$ cat config.mk
export PLATFORM = sky130hd
export DESIGN_NAME = hc595_chain_driver
export DESIGN_NICKNAME = d
export VERILOG_FILES = /design/src/rtl/hc595_chain_driver.sv
export SDC_FILE = /design/constraint.sdc
export NUM_CORES = 1
export LEC_CHECK = 0
export BUFFER_PORTS_ARGS = -buffer_cell sky130_fd_sc_hd__buf_2
export CAP_MARGIN = 10
export CORE_ASPECT_RATIO = 0.8
export CORE_MARGIN = 2
export CORE_UTILIZATION = 40
export DETAILED_ROUTE_END_ITERATION = 10
export PLACE_DENSITY = 0.67
export REMOVE_ABC_BUFFERS = 1
export SLEW_MARGIN = 20
export SYNTH_ARGS = -nofsm -noshare
export SYNTH_HDL_FRONTEND = slang
export SYNTH_SLANG_ARGS = --single-unit
$ cat constraint.sdc
create_clock -name s_clk -period 1.79 [get_ports s_clk]
set_clock_uncertainty 0.1 [all_clocks]
set_input_delay 0.0895 -clock s_clk [delete_from_list [all_inputs] [get_ports s_clk]]
set_output_delay 0.0895 -clock s_clk [all_outputs]
set_load 0.01 [all_outputs]
$ cat src/rtl/hc595_chain_driver.sv
`default_nettype none
// ============================================================================
// Module      : hc595_chain_driver
// Description : Serialises a parallel frame into a daisy chain of 74HC595
//               shift registers. The frame is accepted over a valid/ready
//               handshake and shifted out MSB- or LSB-first on SER/SRCLK, with
//               each SRCLK half-period lasting CLK_DIV system clocks. After the
//               last bit the storage latch (RCLK) is pulsed, the outputs are
//               enabled, and frame_done pulses for one cycle.
// Ports       : s_clk, s_reset     - clock, async active-high reset
//               in_data/valid/ready- frame input handshake
//               ser_out, srclk_out - 595 SER / SRCLK
//               rclk_out, oe_n_out - 595 RCLK / /OE
//               busy, frame_done   - status
// Revision    : 1.0 - initial release
// ============================================================================
module hc595_chain_driver #(
    parameter int NUM_CHIPS = 2,
    parameter int CLK_DIV   = 2,
    parameter bit MSB_FIRST = 1'b1
) (
    input  logic                   s_clk,
    input  logic                   s_reset,
    input  logic [8*NUM_CHIPS-1:0] in_data,
    input  logic                   in_valid,
    output logic                   in_ready,
    output logic                   ser_out,
    output logic                   srclk_out,
    output logic                   rclk_out,
    output logic                   oe_n_out,
    output logic                   busy,
    output logic                   frame_done
);

    localparam int C_W     = 8 * NUM_CHIPS;
    localparam int C_BIT_W = $clog2(C_W);
    localparam int C_DIV_W = (CLK_DIV > 1) ? $clog2(CLK_DIV) : 1;

    localparam logic [C_BIT_W-1:0] C_BIT_LAST = C_BIT_W'(C_W - 1);
    localparam logic [C_DIV_W-1:0] C_DIV_LAST = C_DIV_W'(CLK_DIV - 1);

    localparam logic [1:0] S_IDLE  = 2'd0;
    localparam logic [1:0] S_SETUP = 2'd1;
    localparam logic [1:0] S_HIGH  = 2'd2;
    localparam logic [1:0] S_LATCH = 2'd3;

    logic [1:0]         r_state;
    logic [C_W-1:0]     r_shreg;
    logic [C_BIT_W-1:0] r_bit_cnt;
    logic [C_DIV_W-1:0] r_div_cnt;
    logic               r_in_ready;
    logic               r_ser;
    logic               r_srclk;
    logic               r_rclk;
    logic               r_oe_n;
    logic               r_busy;
    logic               r_frame_done;

    logic [1:0]         w_state_nx;
    logic [C_W-1:0]     w_shreg_nx;
    logic [C_W-1:0]     w_shifted;
    logic [C_BIT_W-1:0] w_bit_cnt_nx;
    logic [C_DIV_W-1:0] w_div_cnt_nx;
    logic               w_head_nx;
    logic               w_accept;
    logic               w_phase_end;
    logic               w_last_bit;
    logic               w_in_ready_nx;
    logic               w_ser_nx;
    logic               w_srclk_nx;
    logic               w_rclk_nx;
    logic               w_oe_n_nx;
    logic               w_busy_nx;
    logic               w_done_nx;

    assign w_accept    = in_valid & r_in_ready;
    assign w_phase_end = (r_div_cnt == C_DIV_LAST);
    assign w_last_bit  = (r_bit_cnt == C_BIT_LAST);

    // The head bit is taken from the next-cycle register value so that SER is
    // already valid in the first SETUP cycle after an accept.
    generate
        if (MSB_FIRST) begin : g_msb_first
            assign w_head_nx = w_shreg_nx[C_W-1];
            assign w_shifted = {r_shreg[C_W-2:0], 1'b0};
        end else begin : g_lsb_first
            assign w_head_nx = w_shreg_nx[0];
            assign w_shifted = {1'b0, r_shreg[C_W-1:1]};
        end
    endgenerate

    // ------------------------------------------------------------------
    // State register (plus datapath registers and registered outputs)
    // ------------------------------------------------------------------
    always_ff @(posedge s_clk or posedge s_reset) begin
        if (s_reset) begin
            r_state      <= S_IDLE;
            r_shreg      <= '0;
            r_bit_cnt    <= '0;
            r_div_cnt    <= '0;
            r_in_ready   <= 1'b0;
            r_ser        <= 1'b0;
            r_srclk      <= 1'b0;
            r_rclk       <= 1'b0;
            r_oe_n       <= 1'b1;
            r_busy       <= 1'b0;
            r_frame_done <= 1'b0;
        end else begin
            r_state      <= w_state_nx;
            r_shreg      <= w_shreg_nx;
            r_bit_cnt    <= w_bit_cnt_nx;
            r_div_cnt    <= w_div_cnt_nx;
            r_in_ready   <= w_in_ready_nx;
            r_ser        <= w_ser_nx;
            r_srclk      <= w_srclk_nx;
            r_rclk       <= w_rclk_nx;
            r_oe_n       <= w_oe_n_nx;
            r_busy       <= w_busy_nx;
            r_frame_done <= w_done_nx;
        end
    end

    // ------------------------------------------------------------------
    // Next-state logic
    // ------------------------------------------------------------------
    always_comb begin
        w_state_nx = r_state;
        case (r_state)
            S_IDLE:  if (w_accept)    w_state_nx = S_SETUP;
            S_SETUP: if (w_phase_end) w_state_nx = S_HIGH;
            S_HIGH:  if (w_phase_end) w_state_nx = w_last_bit ? S_LATCH : S_SETUP;
            S_LATCH: if (w_phase_end) w_state_nx = S_IDLE;
            default: w_state_nx = S_IDLE;
        endcase
    end

    // ------------------------------------------------------------------
    // Output / datapath next values
    // ------------------------------------------------------------------
    always_comb begin
        w_shreg_nx   = r_shreg;
        w_bit_cnt_nx = r_bit_cnt;
        w_div_cnt_nx = '0;
        if (r_state == S_IDLE) begin
            if (w_accept) begin
                w_shreg_nx   = in_data;
                w_bit_cnt_nx = '0;
            end
        end else begin
            w_div_cnt_nx = w_phase_end ? '0 : r_div_cnt + 1'b1;
            // Shift happens as SRCLK falls, so SER never moves while SRCLK is high.
            if (r_state == S_HIGH && w_phase_end && !w_last_bit) begin
                w_shreg_nx   = w_shifted;
                w_bit_cnt_nx = r_bit_cnt + 1'b1;
            end
        end

        w_in_ready_nx = (w_state_nx == S_IDLE);
        w_busy_nx     = (w_state_nx != S_IDLE);
        w_srclk_nx    = (w_state_nx == S_HIGH);
        w_rclk_nx     = (w_state_nx == S_LATCH);
        w_ser_nx      = (w_state_nx != S_IDLE) ? w_head_nx : 1'b0;
        w_done_nx     = (r_state == S_LATCH) && (w_state_nx == S_IDLE);
        // Outputs stay enabled once any frame has been latched.
        w_oe_n_nx     = r_oe_n & ~w_done_nx;
    end

    assign in_ready   = r_in_ready;
    assign ser_out    = r_ser;
    assign srclk_out  = r_srclk;
    assign rclk_out   = r_rclk;
    assign oe_n_out   = r_oe_n;
    assign busy       = r_busy;
    assign frame_done = r_frame_done;

endmodule
`default_nettype wire

== Word-level counts from Yosys, hierarchy flattened ==
Index checks and enable logic that the tools add are counted.
Storage, ports and cells
  output and inout bits: 7
  register bits: 30
  word-level logic and storage cells: 48
Operators by class
  eq/ne operators: 7
  reduce and logical (&&, ||, !) cells: 9
  multiplexer cells: 15
  bitwise gates (word level): 3
  add/subtract/negate cells: 2
Operators by type and width (count)
  $mux 16: 3
  $mux 4: 3
  $mux 2: 5
  $eq 2x2->1 const B: 4
  $pmux 2 s4: 1
  $add 4x1->4 const B: 1
  $eq 4x4->1 const B: 1
  $logic_not 2->1: 2
  $reduce_bool 2->1: 2
  $logic_and 1x1->1: 3
  $mux 1: 3
  $and 1x1->1: 2
  $eq 2x1->1 const B: 1
  $ne 2x2->1 const B: 1
  $reduce_and 2->1: 1
  $add 1x1->1 const B: 1
  $logic_not 1->1: 1
  $not 1->1: 1

== Depth between registers and ports, before layout ==
  word-level depth: 8
  depth in mapped cells: 6
  mapped depth without buffers: 4

== Worst setup path before layout ==
OpenSTA, ideal clock, no wires.
  path kind: register to register
  start point: reg r_state[1]
  end point: reg r_shreg[14]
  clock period less this slack: 1.602 ns
  slack: 0.188 ns
  data arrival time: 1.376 ns
  buffers on the path: 3
  library setup time: 0.126 ns
  stages on the path, launching flop included: 7
  path through: dfrtp_1 > buf_6 > nor4bb_4 > buf_6 > a21oi_4 > buf_6 > a221o_1
Between the ends
  cells in the longest elaborated chain, start to end: 5
  elaborated cells between the ends (all ways): 8
  those cells by class: 2 x eq/ne; 1 x mux; 5 x reduce/logical
RTL lines
  from (decl): RTL line 47  | logic [1:0] r_state;
  from (signal assigned): RTL line 109  | r_state <= w_state_nx;
  $eq 2x2->1: RTL line 152  | if (r_state == S_HIGH && w_phase_end && !w_last_bit) begin
  $logic_and 1x1->1 (2 in a row): RTL line 152
  $reduce_bool 2->1 (no line)
  $reduce_and 2->1 (no line)
  to (signal assigned): RTL line 110  | r_shreg <= w_shreg_nx;
  to (decl): RTL line 48  | logic [C_W-1:0] r_shreg;
Several ways; a longest one is shown, not always the timed one.
A chain may end at the register's enable or synchronous reset.

== Final worst setup path ==
  start point: reg r_state[0]
  end point: reg r_shreg[15]
Between the ends
  cells in the longest elaborated chain, start to end: 5
  elaborated cells between the ends (all ways): 6
  those cells by class: 1 x eq/ne; 2 x mux; 3 x reduce/logical
RTL lines
  $eq 2x2->1: RTL line 152
  $logic_and 1x1->1 (2 in a row): RTL line 152
  $mux 16: RTL line 152
  $mux 16 *: RTL line 144  | if (r_state == S_IDLE) begin
  via w_shreg_nx[15]: RTL line 60  | logic [C_W-1:0] w_shreg_nx;
The timed path passes the listed nets; every way through them passes the cells marked *. The select of a mux whose other input is x is not followed.

==> results by group <==
Setup path
  – Largest stage delay, worst path: between 0.4 and 0.5 ns
  – Worst setup SP type: register
  – Reg2reg end: r_shreg[15]$_DFF_PP0_
  – Arrival time of the worst setup path: 1.71 ns
  – Largest delay contributor family on the critical path: flip-flops
  – Critical path's slowest cell: dfrtp_1
  – Worst EP required: 1.84 ns
  – CP most frequent cell: a211oi_1
  – Worst R2R Path Depth: 4
  – Reg2Reg Setup Slack: 0.13 ns
  – Crit path buffers/inverters: 1
  – Crit path capture type: register
  – Reg2reg start: r_state[0]$_DFF_PP0_
  – Crit-path cells: and3b_1, buf_4, a211oi_1, a211oi_1
  – CP max FO: 9
  – Crit Path Category: reg2reg

Worst hold path
  – Cells on Worst Hold Path: 3
  – Worst hold path class: in2reg
  – Hold Path End: ser_out$_DFF_PP0_
  – Hold path start: in_data[15]

STA
  – Fmax: 0.6009 GHz
  – Final Cycle Share: between 90% and 100%
  – Final-report hold violation count: 0
  – Setup Viol. Count Final: 0
  – Hold slack: roughly 0.098 ns
  – Unrepaired setup endpoints after global routing: no
  – Worst slew margin: 74.71%
  – Fin worst setup slack: 0.1259 ns
  – Fin. max-slew vios: 0
  – Slew @ Worst Pin: approximately 0.38 ns
  – Tmin final: 1.664 ns

Clocking
  – Clock slew at reported path FFs: around 0.06 ns
  – CTS buffer count: 5
  – TritonCTS clock tree: built
  – Sink Count: 30
  – Root cell of the clock tree: clkbuf_8
  – Worst skew pair latency: about 0.28 ns
  – Number of H-tree levels: 2
  – Clk buf depth: 2

Final layout
  – # fillers: 281
  – Diodes inserted: 0
  – Final #Nets: 182
  – Ratio of cells with drive above 1 in the final layout: 28.22%
  – Area Overhead vs Synth: 32.32%

Power and ir drop
  – Final Power: 0.002570 W
  – Power density cells: between 1000 and 1500 nW/um^2
  – VDD IR max: ~0.00065 V
  – Leakage: 0.9317 nW

Detailed routing
  – Number of remaining DRC errors: 0
  – 1st-iter DRT viols: 91
  – Wirelength per Cell: 13.67 microns
  – TritonRoute pass-1 iters: 4
  – Avg Vias per Cell: 5.167
  – Drt total wl: between 2000 and 3000 microns
  – Final antenna-violating net count: 0
  – Total vias in the final route: 1,049

Global routing
  – Total GRT Usage: 15.06%
  – Initial antenna violation count: 0
  – Global route total overflow: 0
  – Vias in the first global route: 1,047
  – Largest net degree at the start of global routing: 31
  – First-pass GRT wire length: 4650 microns

Synth
  – Most frequent cell after synthesis: dfrtp_1
  – Synth warn: 0
  – Flops & latches, synth: 30
  – Mapped Area: 1363 sq um
  – Primary FF master, synth: dfrtp_1
  – Post-synth EDFFs: 0
  – Biggest area consumer among synthesized cells: dfrtp_1
  – Netlist cell types: 30
  – Largest cells by area after synthesis: dfrtp_1 53%, a221o_1 10%, and3_1 7.3%
  – Ys async rst share: between 90% and 100%
  – Top post-synthesis cells by count: 29 x dfrtp_1, 16 x and3_1, 14 x a221o_1, 8 x nand2_1, 5 x nor2_1
  – Post-Syn Instances: between 100 and 150
  – Mean Syn Cell Area: 12.06 sq um
  – Sequential area share after synthesis: 55.19%
  – Post-synth top area share: a little over half

Place
  – Dpl ws: 0.1618 ns
  – HPWL after detailed placement: roughly 1900 microns
  – Placer Congestion: roughly 0.80
  – Port Buf Inserts: 25

Floorplan
  – Die Width: between 60 and 70 microns
  – Initial Util: around 43%
  – Die area: about 3900 sq um
  – Die Y: 56.20 microns
  – Num rows: 18
  – Core area: 3176 sq um
  – I/O pins: 26

Status
  – Status: complete, no violations

Flow run
  – Max-Cap Viols: 0
==> area by class of cell <==
| type | count | area [sq um] | share of cell area, % |
|---|---|---|---|
| Clock buffer | 8 | 80.08 | 4.441 |
| Inverter | 3 | 11.26 | 0.6246 |
| Multi-Input combinational cell | 71 | 536.8 | 29.77 |
| Sequential cell | 30 | 752.0 | 41.71 |
| Tap cell | 40 | 50.05 | 2.776 |
| Timing Repair Buffer | 51 | 372.9 | 20.68 |
==> cell usage in the layout, fill, tap and decap left out, drive strengths merged <==
master       count
nand4bb          1
nand3            3
nor4bb           1
and3            16
a2111oi          1
ha               1
mux2i            2
mux2             1
nor2b            2
inv              3
a21oi            1
and3b            1
a211oi           2
nor2             5
nand2            8
nand4b           1
nor3b            1
dlygate4sd3     16
a221o           14
o21ai            4
a21o             3
dfstp            1
clkbuf           8
buf             35
o21a             2
dfrtp           29
and2             1
==> sequential cells by signal, summed over array words and instances (netlist names) <==
| signal | count |
|---|---|
| rclk_out | 1 |
| in_ready | 1 |
| oe_n_out | 1 |
| busy | 1 |
| r_bit_cnt | 4 |
| r_shreg | 16 |
| frame_done | 1 |
| r_state | 2 |
| srclk_out | 1 |
| ser_out | 1 |
| r_div_cnt | 1 |
==> through the flow <==
| step | utilization [%] | setup TNS (ns) | instances | cell area [sq um] |
|---|---|---|---|---|
| after floorplan | - | -0.7932 | 104 | 1300 |
| after global placement | 49.21 | 0 | 179 | 1563 |
| after detailed placement | 49.21 | 0 | 179 | 1563 |
| after CTS | 56.78 | 0 | 203 | 1803 |
| after global routing | 56.78 | 0 | 203 | 1803 |
| final | 56.78 | 0 | 203 | 1803 |
==> power breakdown <==
group / total, W / internal [W] / switching, W
sequential: 0.00115 / 0.000963 / 0.000186
combinational: 0.000915 / 0.000509 / 0.000407
clock: 0.000505 / 0.000275 / 0.000229
==> what timing repair did <==
action	4_1_cts	5_1_grt
hold buffers	16	0
buffers inserted	0	0
gates resized for setup	0	0
endpoints found under the hold margin	44	0
==> tightest hold or removal path: stages <==
cell	delay (ns)
buf_2	0.10
nor2_1	0.17
a2111oi_2	0.07
==> how the worst max path moves through the flow <==
stage	from	to	cells after the start
2_1_floorplan	r_state[1]$_DFF_PP0_	r_shreg[14]$_DFFE_PP0P_	3
3_3_place_gp	r_bit_cnt[0]$_DFFE_PP0P_	r_shreg[12]$_DFFE_PP0P_	5
3_5_place_dp	r_state[1]$_DFF_PP0_	r_shreg[12]$_DFFE_PP0P_	4
4_1_cts	r_state[1]$_DFF_PP0_	r_shreg[4]$_DFFE_PP0P_	4
5_1_grt	r_bit_cnt[0]$_DFFE_PP0P_	r_shreg[14]$_DFFE_PP0P_	5
6_report	r_state[0]$_DFF_PP0_	r_shreg[15]$_DFF_PP0_	4
==> kinds of logic (layout without fill, tap and decap cells) <==
logic type | count (synthesis) | in the layout | synth area share, %
compound gates | 27 | 27 | 17.90
fa+ha+maj | 1 | 1 | 0.9181
flops | 30 | 30 | 55.19
simple gates | 40 | 40 | 18.27
mux | 3 | 3 | 2.296
buf+inv | 12 | 62 | 5.418
==> metal layers <==
layer | global-route usage, % | routed length, microns | part of all wire [%] | vias up
met4 | 6.723 | 29 | 1.0 | 0
met1 | 19.34 | 1339 | 48 | 506
li1 | - | - | - | 514
met2 | 23.63 | 1275 | 46 | 23
met3 | 4.348 | 130 | 4.7 | 6
met5 | 0 | 0 | 0 | -
Power figures use the tool's default switching activity.
